==> config.mk <==
export PLATFORM = sky130hd
export DESIGN_NAME = fp_unit_arbiter_flat
export DESIGN_NICKNAME = d
export VERILOG_FILES = /design/src/rtl/fp_arb_pkg.sv /design/src/rtl/fp_unit_arbiter_if.sv /design/src/rtl/rr_picker.sv /design/src/rtl/fp_unit_arbiter.sv /design/src/flat_wrapper.sv
export SDC_FILE = /design/constraint.sdc
export NUM_CORES = 1
export LEC_CHECK = 0
export BUFFER_PORTS_ARGS = -buffer_cell sky130_fd_sc_hd__buf_2
export CAP_MARGIN = 25
export CORE_AREA = 8 8 151 153
export CTS_BUF_LIST = sky130_fd_sc_hd__clkbuf_2
export CTS_CLUSTER_SIZE = 30
export DETAILED_ROUTE_END_ITERATION = 16
export DIE_AREA = 0 0 159 161
export GPL_TIMING_DRIVEN = 0
export PLACE_DENSITY = 0.75
export SYNTH_ARGS = -nofsm -noshare
export SYNTH_HDL_FRONTEND = slang
export SYNTH_SLANG_ARGS = --single-unit
==> constraint.sdc <==
create_clock -name clk -period 4.75 [get_ports clk]
set_input_delay 0.95 -clock clk [delete_from_list [all_inputs] [get_ports clk]]
set_output_delay 0.95 -clock clk [all_outputs]
set_load 0.01 [all_outputs]
==> src/rtl/fp_arb_pkg.sv <==
// Shared types and constants for the FP unit arbiter.
package fp_arb_pkg;
  localparam int FP_W = 32;
  localparam logic [FP_W-1:0] FP_QNAN = 32'h7FC0_0000;

  typedef enum logic [1:0] {IDLE, ISSUE, WAIT, RESP} arb_state_t;
endpackage

==> src/rtl/fp_unit_arbiter_if.sv <==
// Requester-side and FP-unit-side signals of the arbiter, grouped as one bundle.
interface fp_unit_arbiter_if #(parameter int NUM_REQ = 4);
  import fp_arb_pkg::*;
  localparam int IW = $clog2(NUM_REQ);

  logic [NUM_REQ-1:0]           req;
  logic [NUM_REQ-1:0][FP_W-1:0] req_a;
  logic [NUM_REQ-1:0][FP_W-1:0] req_b;
  logic [NUM_REQ-1:0]           done;
  logic [FP_W-1:0]              result;
  logic                         err;
  logic [IW-1:0]                owner;
  logic                         arb_busy;
  logic [FP_W-1:0]              fpu_a;
  logic [FP_W-1:0]              fpu_b;
  logic                         fpu_start;
  logic [FP_W-1:0]              fpu_y;
  logic                         fpu_ready;
  logic                         fpu_busy;

  modport slave (
    input  req, req_a, req_b, fpu_y, fpu_ready, fpu_busy,
    output done, result, err, owner, arb_busy, fpu_a, fpu_b, fpu_start
  );

  modport master (
    output req, req_a, req_b, fpu_y, fpu_ready, fpu_busy,
    input  done, result, err, owner, arb_busy, fpu_a, fpu_b, fpu_start
  );
endinterface

==> src/rtl/rr_picker.sv <==
// Round-robin pick: first unmasked request at or after ptr, wrapping. Purely combinational.
module rr_picker #(
  parameter int NUM_REQ = 4
) (
  input  logic [NUM_REQ-1:0]         req,
  input  logic [NUM_REQ-1:0]         mask,
  input  logic [$clog2(NUM_REQ)-1:0] ptr,
  output logic [$clog2(NUM_REQ)-1:0] idx,
  output logic                       vld
);
  localparam int IW = $clog2(NUM_REQ);

  logic [NUM_REQ-1:0] cand;
  assign cand = req & ~mask;

  // Scan from the farthest offset down so the nearest hit is the last one written.
  always_comb begin
    idx = '0;
    vld = 1'b0;
    for (int k = NUM_REQ - 1; k >= 0; k--) begin
      if (cand[(int'(ptr) + k) % NUM_REQ]) begin
        vld = 1'b1;
        idx = IW'((int'(ptr) + k) % NUM_REQ);
      end
    end
  end
endmodule

==> src/rtl/fp_unit_arbiter.sv <==
// Shares one FP unit among NUM_REQ requesters: round-robin grant, operand capture,
// one-cycle start, result/done return, watchdog abort with a quiet-NaN result.
module fp_unit_arbiter
  import fp_arb_pkg::*;
#(
  parameter int NUM_REQ = 4,
  parameter int TIMEOUT = 64
) (
  input logic             clk,
  input logic             reset,
  fp_unit_arbiter_if.slave bus
);
  localparam int IW = $clog2(NUM_REQ);
  localparam int CW = $clog2(TIMEOUT);

  arb_state_t         state, state_nxt;
  logic [IW-1:0]      win_idx;
  logic               win_vld;
  logic [IW-1:0]      rr_ptr;
  logic [NUM_REQ-1:0] mask;
  logic [CW-1:0]      cnt;
  logic               expire;
  logic               grant;
  logic               start_nxt;
  logic               finish;

  rr_picker #(.NUM_REQ(NUM_REQ)) u_pick (
    .req  (bus.req),
    .mask (mask),
    .ptr  (rr_ptr),
    .idx  (win_idx),
    .vld  (win_vld)
  );

  assign expire = (cnt == CW'(TIMEOUT - 1));

  always_ff @(posedge clk or posedge reset) begin
    if (reset) state <= IDLE;
    else       state <= state_nxt;
  end

  always_comb begin
    state_nxt = state;
    case (state)
      IDLE:  if (win_vld) state_nxt = ISSUE;
      ISSUE: if (bus.fpu_start) state_nxt = WAIT;
      WAIT:  if (bus.fpu_ready || expire) state_nxt = RESP;
      RESP:  state_nxt = IDLE;
      default: state_nxt = IDLE;
    endcase
  end

  // fpu_start is registered, so the busy check is made on the edge that raises it.
  always_comb begin
    grant     = (state == IDLE) && win_vld;
    start_nxt = (grant || (state == ISSUE && !bus.fpu_start)) && !bus.fpu_busy;
    finish    = (state == WAIT) && (bus.fpu_ready || expire);
  end

  always_ff @(posedge clk or posedge reset) begin
    if (reset) begin
      bus.done      <= '0;
      bus.result    <= '0;
      bus.err       <= 1'b0;
      bus.owner     <= '0;
      bus.arb_busy  <= 1'b0;
      bus.fpu_a     <= '0;
      bus.fpu_b     <= '0;
      bus.fpu_start <= 1'b0;
      rr_ptr        <= '0;
      mask          <= '0;
      cnt           <= '0;
    end else begin
      bus.fpu_start <= start_nxt;

      if (grant) begin
        bus.fpu_a    <= bus.req_a[win_idx];
        bus.fpu_b    <= bus.req_b[win_idx];
        bus.owner    <= win_idx;
        bus.arb_busy <= 1'b1;
      end

      // The owner's mask only lives for the first IDLE cycle after its response.
      if (state == IDLE) mask <= '0;

      if (state == ISSUE)     cnt <= '0;
      else if (state == WAIT) cnt <= cnt + CW'(1);

      // A completion arriving on the expiry cycle still counts as a good result.
      if (finish) begin
        bus.done   <= NUM_REQ'(1) << bus.owner;
        bus.result <= bus.fpu_ready ? bus.fpu_y : FP_QNAN;
        bus.err    <= ~bus.fpu_ready;
      end

      if (state == RESP) begin
        bus.done     <= '0;
        bus.result   <= '0;
        bus.err      <= 1'b0;
        bus.arb_busy <= 1'b0;
        mask         <= NUM_REQ'(1) << bus.owner;
        rr_ptr       <= (bus.owner == IW'(NUM_REQ - 1)) ? '0 : bus.owner + IW'(1);
      end
    end
  end
endmodule
==> src/flat_wrapper.sv <==
// flat-port wrapper written by rule: the top's interface ports become plain ports
module fp_unit_arbiter_flat import fp_arb_pkg::*;
#(
  parameter int NUM_REQ = 4,
  parameter int TIMEOUT = 64
)
  (clk, reset, bus_req, bus_req_a, bus_req_b, bus_fpu_y, bus_fpu_ready, bus_fpu_busy, bus_done, bus_result, bus_err, bus_owner, bus_arb_busy, bus_fpu_a, bus_fpu_b, bus_fpu_start);
  fp_unit_arbiter_if #(.NUM_REQ(NUM_REQ)) bus_i ();
  input logic clk;
  input logic reset;
  input wire logic [$bits(bus_i.req)-1:0] bus_req;
  input wire logic [$bits(bus_i.req_a)-1:0] bus_req_a;
  input wire logic [$bits(bus_i.req_b)-1:0] bus_req_b;
  input wire logic [$bits(bus_i.fpu_y)-1:0] bus_fpu_y;
  input wire logic [$bits(bus_i.fpu_ready)-1:0] bus_fpu_ready;
  input wire logic [$bits(bus_i.fpu_busy)-1:0] bus_fpu_busy;
  output wire logic [$bits(bus_i.done)-1:0] bus_done;
  output wire logic [$bits(bus_i.result)-1:0] bus_result;
  output wire logic [$bits(bus_i.err)-1:0] bus_err;
  output wire logic [$bits(bus_i.owner)-1:0] bus_owner;
  output wire logic [$bits(bus_i.arb_busy)-1:0] bus_arb_busy;
  output wire logic [$bits(bus_i.fpu_a)-1:0] bus_fpu_a;
  output wire logic [$bits(bus_i.fpu_b)-1:0] bus_fpu_b;
  output wire logic [$bits(bus_i.fpu_start)-1:0] bus_fpu_start;
  assign bus_i.req = bus_req;
  assign bus_i.req_a = bus_req_a;
  assign bus_i.req_b = bus_req_b;
  assign bus_i.fpu_y = bus_fpu_y;
  assign bus_i.fpu_ready = bus_fpu_ready;
  assign bus_i.fpu_busy = bus_fpu_busy;
  assign bus_done = bus_i.done;
  assign bus_result = bus_i.result;
  assign bus_err = bus_i.err;
  assign bus_owner = bus_i.owner;
  assign bus_arb_busy = bus_i.arb_busy;
  assign bus_fpu_a = bus_i.fpu_a;
  assign bus_fpu_b = bus_i.fpu_b;
  assign bus_fpu_start = bus_i.fpu_start;
  fp_unit_arbiter #(.NUM_REQ(NUM_REQ), .TIMEOUT(TIMEOUT)) u_core (.clk(clk), .reset(reset), .bus(bus_i));
endmodule
==> PnR_summary.wiki <==
{| class="wikitable"
! Metric !! Value
|-
| Run status || completed
|-
| DIE WIDTH || 159 um
|-
| Area of the mapped netlist || 6680 um^2
|-
| Min Tclk post-route || 2440 ps
|-
| WP data required || 5350 ps
|-
| Vias in the first global route || 7625
|-
| Standard-cell rows || 53
|-
| Count of antenna-violating nets left after detailed routing || 0
|-
| Buffers plus inverters on the worst setup path || 1
|-
| Number of filler cells placed in the layout || 1991
|-
| CP top delay family || compound AO/OA/AOI/OAI gates
|-
| Overall die height || 161 um
|-
| Total wire length || 27700 um
|-
| CORE AREA || 20600 um^2
|-
| Worst Path Arrival || 3040 ps
|-
| TritonCTS clock tree || yes
|-
| Clock Path Buffers || 2
|-
| Worst-case setup margin in the final layout || 2310 ps
|-
| Slew at the pin closest to its max-slew limit || 787 ps
|-
| Dominant synthesized flop cell || sky130_fd_sc_hd__dfrtp_1
|-
| Remaining DRCs || 0
|-
| Largest net degree at the start of global routing || 61
|-
| Power Dens Cells || 666 nW/um^2
|-
| Initial antenna violation count || 6
|-
| Highest-delay cell along the critical path || sky130_fd_sc_hd__clkbuf_1
|-
| Sequence of cells on the critical path || nor4b_2 > a21oi_1 > a21boi_2 > nand2_1 > clkbuf_1 > a2bb2oi_1 > o21ai_1
|-
| Sequential share of the synthesized area || 0.446
|-
| Layout cell share with drive strength beyond 1 || 0.424
|-
| Clock transition at the registers of the reported paths || 250 ps
|-
| Depth of the CTS H-tree || 4
|-
| Number of buffers inserted by post-CTS setup repair || 0
|-
| Ys async rst share || 1.00
|-
| Number of flip-flops and latches in the synthesized netlist || 119
|-
| Leakage || 4.94 nW
|-
| Layout Skew || 44.9 ps
|-
| Hold buffer count at CTS || 0
|-
| Grt ovf || 0
|-
| Number of maximum-capacitance constraint violations || 0
|-
| Port Buffers || 400
|-
| Syn Inst Count || 658
|-
| Post-Syn Area per Cell || 10.1 um^2
|-
| Count of flip-flops with a built-in enable after synthesis || 0
|-
| Total global-route track usage || 0.206
|-
| Clock sinks || 119
|-
| Share of the clock period used by the worst path || 0.514
|-
| CP Class || register to register
|-
| Post-cts resize count || 0
|-
| Worst stage delay on the critical path || 620 ps
|-
| Synthesis Warnings || 0
|-
| Placed wire-length estimate after detailed placement || 22100 um
|-
| Layout area overhead || 39.7%
|-
| Pre-CTS setup slack || 1620 ps
|-
| Peak fanout along the critical path || 10
|-
| Worst slew margin || 0.475
|-
| Later-pin clock latency in the skew report || 710 ps
|-
| Final count of hold timing violations || 0
|-
| Total Die Area || 25600 um^2
|-
| Vias per inst || 5.18
|-
| TritonCTS buffer count || 17
|-
| Num ports || 401
|-
| Vias post-DR || 7095
|-
| Setup crit start kind || register
|-
| Post-synth net total || 963
|-
| First-pass GRT wire length || 42000 um
|-
| Unrepaired setup endpoints after global routing || false
|-
| Final max-slew violation count || 0
|-
| Root Buffer || sky130_fd_sc_hd__clkbuf_2
|-
| Top achievable clock speed || 410 MHz
|-
| Endpoint kind of the worst setup timing path || register
|-
| Drt first pass iters || 5
|-
| Iteration-0 DRC count of the detailed router || 469
|-
| RD Place Congestion || 0.895
|-
| End-of-flow core utilization || 0.454
|-
| Routed wirelength normalized by instance count || 20.2 um
|-
| Worst min path class || primary input to async pin
|-
| Area used by multi-input combinational logic || 3400 um^2
|-
| Sequential Area || 2980 um^2
|-
| Layout Nets || 1383
|-
| Post-synth cell types || 44
|-
| Final setup viols || 0
|-
| Starting density of the core || 0.325
|-
| Largest voltage drop on the vdd net || 0.269 mV
|}
==> cells by family (layout without fill, tap and decap cells) <==
logic type | count (synthesis) | after routing | share of synthesized area
AOI/OAI and AO/OA | 239 | 239 | 0.238
DFF | 119 | 119 | 0.446
and+or+nand+nor | 117 | 117 | 0.0883
muxes | 109 | 109 | 0.164
other | 0 | 5 | 0
xor gates and xnor gates | 2 | 2 | 0.00262
adders and majority gates | 9 | 9 | 0.0169
buffers and inverters | 63 | 496 | 0.0442
==> registers in the layout (all words and copies together) (netlist names) <==
register	flops
u_core.state	2
u_core.rr_ptr	2
u_core.bus.err	1
u_core.bus.fpu_start	1
u_core.mask	4
u_core.bus.arb_busy	1
u_core.bus.owner	2
u_core.bus.result	32
u_core.cnt	6
u_core.bus.fpu_b	32
u_core.bus.done	4
u_core.bus.fpu_a	32
==> final timing paths <==
kind | startpoint | to | slack (ps) | cells past startpoint
worst min-delay path | reset | u_core.bus.result[8] | 250 | 2
worst max-delay path | u_core.rr_ptr[0] | u_core.bus.fpu_b[30] | 2310 | 7
max in group asynchronous | reset | u_core.bus.fpu_b[4] | 3750 | 3
worst max register to register | u_core.rr_ptr[0] | u_core.bus.fpu_b[30] | 2310 | 7
min in group clk | bus_fpu_busy | u_core.bus.fpu_start | 340 | 2
worst min register to register | u_core.bus.fpu_a[10] | u_core.bus.fpu_a[10] | 520 | 2
==> per-stage QoR <==
step                cells  TNS (ps)  hold WS, ps  total power, mW  cell area (um^2)
floorplan             658         0          478             4.16              6680
global placement     1333    -97060          472             5.41              9020
detailed placement   1334         0          483             5.51              9050
CTS                  1366         0          195             6.26              9320
global route         1371         0          204             6.65              9330
finish               1371         0          253             6.21              9330
==> layout by cell type (no fill, tap or decap), types with 3 or more instances in the layout <==
cell type | Yosys | layout
sky130_fd_sc_hd__buf_2 | 8 | 408
sky130_fd_sc_hd__o21ai_0 | 14 | 14
sky130_fd_sc_hd__inv_8 | 0 | 3
sky130_fd_sc_hd__clkinvlp_4 | 0 | 3
sky130_fd_sc_hd__clkbuf_1 | 33 | 33
sky130_fd_sc_hd__diode_2 | 0 | 5
sky130_fd_sc_hd__nand2_1 | 36 | 36
sky130_fd_sc_hd__o22a_1 | 25 | 25
sky130_fd_sc_hd__nand3b_1 | 11 | 11
sky130_fd_sc_hd__a21oi_1 | 56 | 56
sky130_fd_sc_hd__inv_6 | 0 | 7
sky130_fd_sc_hd__clkbuf_2 | 0 | 17
sky130_fd_sc_hd__nor2_1 | 26 | 26
sky130_fd_sc_hd__inv_1 | 10 | 9
sky130_fd_sc_hd__buf_4 | 7 | 7
sky130_fd_sc_hd__a2bb2oi_1 | 40 | 40
sky130_fd_sc_hd__o21ai_1 | 66 | 66
sky130_fd_sc_hd__ha_1 | 9 | 9
sky130_fd_sc_hd__a22o_1 | 27 | 27
sky130_fd_sc_hd__nand3_1 | 26 | 26
sky130_fd_sc_hd__nor2b_1 | 6 | 6
sky130_fd_sc_hd__dfrtp_1 | 119 | 119
sky130_fd_sc_hd__mux2i_1 | 107 | 107
sky130_fd_sc_hd__buf_6 | 3 | 3
==> where the power goes <==
| group | total (mW) | internal, mW | switching (mW) | leakage, nW |
|---|---|---|---|---|
| logic | 3.66 | 1.57 | 2.09 | 3.31 |
| clock network | 0.748 | 0.263 | 0.486 | 0.149 |
| registers | 1.80 | 1.50 | 0.307 | 1.48 |
| total | 6.21 | 3.33 | 2.88 | 4.94 |
==> cells in the mapped netlist, types with 2 or more instances <==
cell type | number | area [um^2]
sky130_fd_sc_hd__mux2_2 | 2 | 22.5
sky130_fd_sc_hd__inv_1 | 10 | 37.5
sky130_fd_sc_hd__o21ai_1 | 66 | 330
sky130_fd_sc_hd__o22a_1 | 25 | 219
sky130_fd_sc_hd__buf_6 | 3 | 33.8
sky130_fd_sc_hd__ha_1 | 9 | 113
sky130_fd_sc_hd__dfrtp_1 | 119 | 2980
sky130_fd_sc_hd__a21oi_1 | 56 | 280
sky130_fd_sc_hd__a2bb2oi_1 | 40 | 350
sky130_fd_sc_hd__mux2i_1 | 107 | 1070
sky130_fd_sc_hd__nor2_1 | 26 | 97.6
sky130_fd_sc_hd__o21ai_0 | 14 | 70.1
sky130_fd_sc_hd__clkbuf_1 | 33 | 124
sky130_fd_sc_hd__nand3_1 | 26 | 130
sky130_fd_sc_hd__buf_2 | 8 | 40.0
sky130_fd_sc_hd__nand3b_1 | 11 | 82.6
sky130_fd_sc_hd__nand2_1 | 36 | 135
sky130_fd_sc_hd__buf_1 | 2 | 7.51
sky130_fd_sc_hd__a22o_1 | 27 | 236
sky130_fd_sc_hd__buf_4 | 7 | 52.6
sky130_fd_sc_hd__o211ai_2 | 2 | 25.0
sky130_fd_sc_hd__nand2b_1 | 2 | 12.5
sky130_fd_sc_hd__nor2b_1 | 6 | 37.5
==> routing by layer <==
layer,vias up,GRT usage,part of all wire
li1,3296,-,-
met1,3391,0.233,0.39
met2,357,0.350,0.49
met3,49,0.0618,0.076
met4,2,0.101,0.036
met5,-,0,0.00043
==> cell type report <==
| type | count | area share |
|---|---|---|
| diodes | 5 | 0.00134 |
| clock inverters | 15 | 0.0190 |
| flip-flops and latches | 119 | 0.319 |
| inverters | 10 | 0.00456 |
| repair buffers | 401 | 0.218 |
| plain buffers | 53 | 0.0276 |
| clock buffers | 17 | 0.00912 |
| multi-input cells | 476 | 0.365 |
| well taps | 275 | 0.0369 |
Note: power is estimated with default switching activity, not from simulation.
